$ cat src/rtl/a_deser_rs232_prot8.sv
// RS232 receive deserializer: assembles LSB-first bytes on bit-centre strobes and
// routes them to calibration outputs (byte / byte-pair) or, once synchronised, to payload.
module a_deser_rs232_prot8 #(
   parameter logic [11:0] GAP_MAX = 12'd2048
) (
   input  logic        clk_ref,
   input  logic        rst_n,
   input  logic        r_di,
   input  logic        clk_rcpt,
   input  logic        sync_i,
   input  logic        restart,
   output logic [7:0]  data_demi,
   output logic        dv_demi,
   output logic [15:0] data,
   output logic        dv_data,
   output logic [7:0]  rx_byte,
   output logic        rx_dv,
   output logic        err_gap
);

   // Valid semantics: every dv/rx_dv/err_gap is a single-cycle pulse with no back-pressure;
   // the paired data register is updated in the same cycle the pulse rises and then held.

   // Only bits [7:1] are ever read: the oldest bit falls off when the byte completes.
   logic [7:1]  shift;
   logic [2:0]  bit_cnt;
   logic [11:0] gap_cnt;
   logic        demi_done;
   logic        half;
   logic [7:0]  low_q;

   logic [7:0]  rx_word;
   logic        byte_done;
   logic        gap_expire;

   assign rx_word    = {r_di, shift[7:1]};
   assign byte_done  = clk_rcpt && (bit_cnt == 3'd7);
   // A strobe in the expiry cycle takes priority, so expiry requires no strobe.
   assign gap_expire = !clk_rcpt && (bit_cnt != 3'd0) && (gap_cnt == GAP_MAX - 12'd1);

   // Bit assembly and gap watchdog.
   always_ff @(posedge clk_ref or negedge rst_n) begin
      if (!rst_n) begin
         shift   <= '0;
         bit_cnt <= '0;
         gap_cnt <= '0;
         err_gap <= 1'b0;
      end else begin
         err_gap <= 1'b0;
         if (restart) begin
            shift   <= '0;
            bit_cnt <= '0;
            gap_cnt <= '0;
         end else if (clk_rcpt) begin
            shift   <= rx_word[7:1];
            bit_cnt <= bit_cnt + 3'd1;
            gap_cnt <= '0;
         end else if (gap_expire) begin
            shift   <= '0;
            bit_cnt <= '0;
            gap_cnt <= '0;
            err_gap <= 1'b1;
         end else if (bit_cnt != 3'd0) begin
            gap_cnt <= gap_cnt + 12'd1;
         end else begin
            gap_cnt <= '0;
         end
      end
   end

   // Byte routing: payload when synchronised, otherwise the calibration sequence
   // (first byte alone, then low/high pairs).
   always_ff @(posedge clk_ref or negedge rst_n) begin
      if (!rst_n) begin
         demi_done <= 1'b0;
         half      <= 1'b0;
         low_q     <= '0;
         data_demi <= '0;
         dv_demi   <= 1'b0;
         data      <= '0;
         dv_data   <= 1'b0;
         rx_byte   <= '0;
         rx_dv     <= 1'b0;
      end else begin
         dv_demi <= 1'b0;
         dv_data <= 1'b0;
         rx_dv   <= 1'b0;
         if (restart) begin
            demi_done <= 1'b0;
            half      <= 1'b0;
            low_q     <= '0;
         end else if (byte_done) begin
            if (sync_i) begin
               // A held low byte is abandoned once the link is synchronised.
               rx_byte <= rx_word;
               rx_dv   <= 1'b1;
               half    <= 1'b0;
            end else if (!demi_done) begin
               data_demi <= rx_word;
               dv_demi   <= 1'b1;
               demi_done <= 1'b1;
            end else if (!half) begin
               low_q <= rx_word;
               half  <= 1'b1;
            end else begin
               data    <= {rx_word, low_q};
               dv_data <= 1'b1;
               half    <= 1'b0;
            end
         end
      end
   end

endmodule

$ cat config.mk
export PLATFORM = sky130hd
export DESIGN_NAME = a_deser_rs232_prot8
export DESIGN_NICKNAME = d
export VERILOG_FILES = /design/src/rtl/a_deser_rs232_prot8.sv
export SDC_FILE = /design/constraint.sdc
export NUM_CORES = 1
export LEC_CHECK = 0
export BUFFER_PORTS_ARGS = -buffer_cell sky130_fd_sc_hd__buf_4
export CAP_MARGIN = 10
export CORE_MARGIN = 2
export CORE_UTILIZATION = 35
export DETAILED_ROUTE_END_ITERATION = 6
export GPL_TIMING_DRIVEN = 0
export PLACE_DENSITY = 0.6
export SETUP_SLACK_MARGIN = 0.02
export SYNTH_ARGS = -nofsm -noshare
export SYNTH_HDL_FRONTEND = slang
export SYNTH_SLANG_ARGS = --single-unit
$ cat constraint.sdc
create_clock -name clk_ref -period 2.3 [get_ports clk_ref]
set_clock_uncertainty 0.05 [all_clocks]
set_input_delay 0 -clock clk_ref [delete_from_list [all_inputs] [get_ports clk_ref]]
set_output_delay 0 -clock clk_ref [all_outputs]
set_load 0.02 [all_outputs]
==> flow_summary.toml, run 1 <==
[status]
status = "complete, no violations"

[critical_path]
crit_path_start_kind = "flop"
crit_type = "reg2reg"
crit_path_max_fanout = 8
required_ns = 2.48
endpoint_kind = "flop"
critical_path_arrival_ns = 2.17

[routing]
routed_wl_um = 5607
dr.pass1.iters = 4
wl_per_cell_um = 14.09
viasPerCell = 4.736
ant_nets = 0
num_vias = 1885
drc = 0
drtIter0Drc = 67

[final_layout]
fin_util_pct = 43.84
finalInstanceArea_um2 = 3566
final_layout_size_suffix_gt1_share_pct = 35.15
nFillCells = 755
antenna_cells = 0
area_delta_synth_final_pct = 22.06
layout.nets = 298

[floorplan]
start_util_pct = 35.92
die_x_um = 95.37
rows = 33
io_pins = 42
die_y_um = 95.37
dieArea_um2 = 9094
fp.coreArea_um2 = 8134

[placed_design]
place.gp.congestion = 0.7637
place_area_um2 = 3361
dpl.hpwl_um = 3668
io_buffers = 41

[sta]
setup_viol_count_final = 0
fin_crit_sh_pct = 86.59
worst_pin_slew_ns = 0.8705
final.setup.tns_ns = 0
hold_viol = 0
post-route-min-period_ns = 1.991
rsz0062_at_grt = "false"
slew_violations = 0
fmax_mhz = 502.1
relSlewSlack_pct = 41.97

[logic_synthesis]
synth_seq_cells = 68
yosysUniqueCellTypes = 32
yosysSeqAreaShare_pct = 58.24
synth.net_count = 243
synthesis.instances = 233
ys_warn_count = 0
synth_top_cell_by_area = "dfrtp_1"
syn_area_per_cell_um2 = 12.54
synth_area_leaders = "dfrtp_1 (58%), mux2_2 (12%), mux2_4 (4.6%)"
syn-cell-area_um2 = 2922
yosysTopAreaCellShare_pct = 58.24

[cts]
cts-resized-gates = 0
numClockSinks = 68
cts_buffer_depth = 2
htree_levels = 3
cts_tree = "yes"
cts-root-buf = "clkbuf_8"
clkLatencyLatePin_ns = 0.34
clkTransAtPathRegs_ns = 0.07
cts-buffers-inserted = 9
cts_post_setup_buffers_inserted = 0
cts_hold_buffers = 3

[global_routing]
antenna_found_initial = 0
overflow = 0
grt_max_degree = 69
grtUsageTotal_pct = 13.59
grt_pass1_wl_um = 9183
grt_pass1_vias = 1778

[power]
power_leakage_nw = 1.724
irDropWorstVdd_v = 0.0002477
powerDensity_nw_per_um2 = 614.8

[flow_run]
max-cap-violations = 0

[hold_path]
hp-class = "in2reg"
## cell type report
| cell class | count | area (um^2) | area share [%] |
|---|---|---|---|
| Clock buffer | 9 | 123.9 | 3.474 |
| Timing Repair Buffer | 44 | 337.8 | 9.474 |
| Multi-Input combinational cell | 149 | 1139 | 31.93 |
| Tap cell | 105 | 131.4 | 3.684 |
| Sequential cell | 68 | 1702 | 47.72 |
| Clock inverter | 7 | 51.30 | 1.439 |
| Buffer | 10 | 58.81 | 1.649 |
| Inverter | 6 | 22.52 | 0.6316 |
## sequential cells by signal, summed over array words and instances, names as in the netlist, 3 cells and up
register,cells
low_q,8
data,16
gap_cnt,12
data_demi,8
rx_byte,8
shift,7
bit_cnt,3
## critical path, cell delays in order, from the launching register on
cell and delay (ns):
dfrtp_1 0.41, ha_1 0.19, ha_1 0.20, nand2_1 0.10, nor2_1 0.07, a31oi_2 0.46
mux2_2 0.39
## cells in the mapped netlist
library cell / number
a31oi_1: 7
buf_6: 1
buf_8: 1
and2_1: 2
mux2_2: 31
nor2_1: 18
nand3_1: 4
and3b_1: 1
xor2_1: 7
inv_1: 6
and3_1: 2
dfrtp_1: 68
a31oi_2: 1
xnor2_1: 1
buf_2: 2
nand2b_1: 2
ha_1: 4
or4_1: 1
a32oi_1: 1
nand3b_1: 7
a32o_1: 1
mux2_4: 9
clkbuf_1: 6
o21ai_0: 4
a41oi_2: 1
nand2_1: 21
a21oi_1: 5
and4_1: 2
nor2b_1: 11
or3_1: 1
a22oi_1: 1
nand4_1: 4
## report_power, final
group	total (W)	internal [W]	switching (W)
Sequential	0.00122	0.00121	0.0000127
Clock	0.000872	0.000394	0.000478
Combinational	0.000101	0.0000351	0.0000664
## kinds of logic (layout without fill, tap and decap cells)
logic type                 Yosys count  count (layout)  synth area share (%)
DFF                                 68              68                 58.24
adders and majority gates            4               4                 1.713
xor gates and xnor gates             8               8                 2.398
AOI/OAI and AO/OA                   21              21                 4.925
buffers and inverters               16              76                 2.783
and+or+nand+nor                     76              76                 13.36
muxes                               40              40                 16.57
## layout by cell type (no fill, tap or decap), drive strengths merged
cell         instances
nand3b               7
buf                 45
a21oi                5
o21ai                4
clkinvlp             2
mux2                40
xnor2                1
dfrtp               68
inv                  7
nor2                18
a31oi                8
and2                 2
a41oi                1
a22oi                1
xor2                 7
and3                 2
clkbuf              15
a32oi                1
ha                   4
or3                  1
a32o                 1
clkinv               4
nand3                4
and4                 2
nand2b               2
nand4                4
nor2b               11
and3b                1
dlygate4sd3          3
or4                  1
nand2               21
## final timing paths
path | start | endpoint | slack, ns | cells past startpoint
setup / recovery | bit_cnt[1] | low_q[2] | 0.31 | 6
hold / removal | clk_rcpt | bit_cnt[2] | 0.03 | 3
setup reg to reg | bit_cnt[1] | low_q[2] | 0.31 | 6
hold reg to reg | gap_cnt[0] | gap_cnt[0] | 0.43 | 1
max in group asynchronous | rst_n | rx_byte[0] | 1.37 | 2
min in group asynchronous | rst_n | data[0] | 0.25 | 2
## per-layer routing
layer / GRT usage, % / vias to the layer above / wire [um]
met5: 0 / - / 0
met4: 5.435 / 0 / 84
met3: 4.664 / 6 / 219
met2: 18.43 / 37 / 2357
met1: 19.72 / 921 / 2945
li1: - / 921 / -
## per-stage QoR
step / power [W] / setup WS, ns / cells / hold slack, ns
after detailed placement: 0.001343 / 0.3051 / 379 / 0.1311
after global routing: 0.002308 / 0.1705 / 398 / 0.03061
final: 0.002192 / 0.3085 / 398 / 0.02925
after floorplan: 0.001290 / 0.4769 / 233 / -0.3456
after global placement: 0.001341 / 0.3296 / 379 / 0.1305
after CTS: 0.002228 / 0.2920 / 398 / 0.01177
No activity file was read; power rests on OpenSTA's default activity.
==> run 2: changes to the inputs <==
--- a/config.mk
+++ b/config.mk
@@ -11,8 +11,10 @@
 export CORE_UTILIZATION = 35
 export DETAILED_ROUTE_END_ITERATION = 6
 export GPL_TIMING_DRIVEN = 0
+export MAX_ROUTING_LAYER = met4
 export PLACE_DENSITY = 0.6
 export SETUP_SLACK_MARGIN = 0.02
+export SKIP_CTS_REPAIR_TIMING = 1
 export SYNTH_ARGS = -nofsm -noshare
 export SYNTH_HDL_FRONTEND = slang
 export SYNTH_SLANG_ARGS = --single-unit
==> run 2 against run 1 <==
Effect of this change: utilization did not move; count of clock-buffer cells in the layout did not move; global-route usage is 0.27 points higher; critical endpoint unchanged.
==> flow_summary.toml, run 2 (synthesis results as in run 1) <==
[status]
status = "complete, no violations"

[global_routing]
antenna_found_initial = 0
grt_max_degree = 69
grt_pass1_wl_um = 9142
grtUsageTotal_pct = 13.86
grt_pass1_vias = 1776
overflow = 0

[final_layout]
final_common_cell = "dfrtp_1"
layout.nets = 298
nFillCells = 756
area_delta_synth_final_pct = 22.06
top_regs = "data x16, gap_cnt x12"
antenna_cells = 0
regMostFlops = "data"
layout_common_cells = "dfrtp_1 (68), buf_4 (41), mux2_2 (31)"
fin_util_pct = 43.84
final_layout_size_suffix_gt1_share_pct = 35.15
largest_reg_flops = 16

[floorplan]
fp.coreArea_um2 = 8134
dieArea_um2 = 9094
io_pins = 42
die_x_um = 95.37
die_y_um = 95.37
start_util_pct = 35.92
rows = 33

[critical_path]
endpoint_kind = "flop"
critPathBufInv = 0
critical_path_arrival_ns = 2.17
crit_path_start_kind = "flop"
crit_type = "reg2reg"
critical_path.top_delay_family = "compound AO/OA/AOI/OAI gates"
path_cells = "ha_1 > ha_1 > nand2_1 > nor2_1 > a31oi_2 > mux2_2"
cp_slowest_stage_delay_ns = 0.47
critPathSlowestCell = "a31oi_2"
required_ns = 2.48
path_common_cell = "ha_1"
crit_path_max_fanout = 8

[sta]
final.setup.tns_ns = 0
hold_viol = 0
setup_ws_ns = 0.3091
slew_violations = 0
setup_viol_count_final = 0
hold-worst-slack_ns = 0.02702
worst_pin_slew_ns = 0.8625
rsz0062_at_grt = "false"
fin_crit_sh_pct = 86.56
relSlewSlack_pct = 42.50
fmax_mhz = 502.3
post-route-min-period_ns = 1.991

[cts]
cts_buffer_depth = 2
cts-buffers-inserted = 9
clkTransAtPathRegs_ns = 0.07
numClockSinks = 68
htree_levels = 3
clkLatencyLatePin_ns = 0.35
cts_tree = "yes"
cts-root-buf = "clkbuf_8"

[routing]
dr.pass1.iters = 4
drc = 0
routed_wl_um = 5564
drtIter0Drc = 71
viasPerCell = 4.774
ant_nets = 0
num_vias = 1900
wl_per_cell_um = 13.98

[power]
power_leakage_nw = 1.724
irDropWorstVdd_v = 0.0002498
powerDensity_nw_per_um2 = 614.8

[placed_design]
place_ws_ns = 0.3051
place.gp.congestion = 0.7738
io_buffers = 41
dpl.hpwl_um = 3668

[flow_run]
max-cap-violations = 0

[hold_path]
hp-class = "in2reg"
==> run 2: metrics by stage <==
step                      total power [W]  std cells  instance area (um^2)
after CTS                        0.002224        395                  3536
final                            0.002192        398                  3566
after detailed placement         0.001343        379                  3361
after global routing             0.002304        398                  3566
after floorplan                  0.001290        233                  2922
after global placement           0.001341        379                  3361
==> run 2: tightest hold or removal path, stage by stage <==
cell and delay [ns]:
buf_4 0.09, nor2_1 0.05, a32o_1 0.24
==> run 2: final timing paths <==
| kind | depth (start not counted) | from | slack (ns) | endpoint |
|---|---|---|---|---|
| min in group asynchronous | 2 | rst_n | 0.26 | data[4] |
| setup / recovery | 6 | bit_cnt[1] | 0.31 | low_q[2] |
| hold / removal | 3 | clk_rcpt | 0.03 | bit_cnt[2] |
| hold reg to reg | 1 | gap_cnt[0] | 0.43 | gap_cnt[0] |
| max in group asynchronous | 2 | rst_n | 1.39 | shift[7] |
| setup reg to reg | 6 | bit_cnt[1] | 0.31 | low_q[2] |
==> run 2: final cells by class <==
class / instances / area (um^2) / share of cell area, %
plain buffers: 10 / 58.81 / 1.649
clock buffers: 9 / 123.9 / 3.474
clock inverters: 7 / 51.30 / 1.439
inverters: 6 / 22.52 / 0.6316
multi-input cells: 149 / 1139 / 31.93
flip-flops and latches: 68 / 1702 / 47.72
well taps: 105 / 131.4 / 3.684
repair buffers: 44 / 337.8 / 9.474
==> run 2: layer usage <==
| layer | GRT usage, % | routed length, um |
|---|---|---|
| met5 | - | 0 |
| met1 | 19.77 | 2914 |
| met2 | 18.43 | 2364 |
| met4 | 5.435 | 78 |
| met3 | 4.032 | 207 |
==> run 2: report_power, final <==
part / internal (W) / switching (W)
Clock: 0.000394 / 0.000478
Combinational: 0.0000351 / 0.0000662
Sequential: 0.00121 / 0.0000127
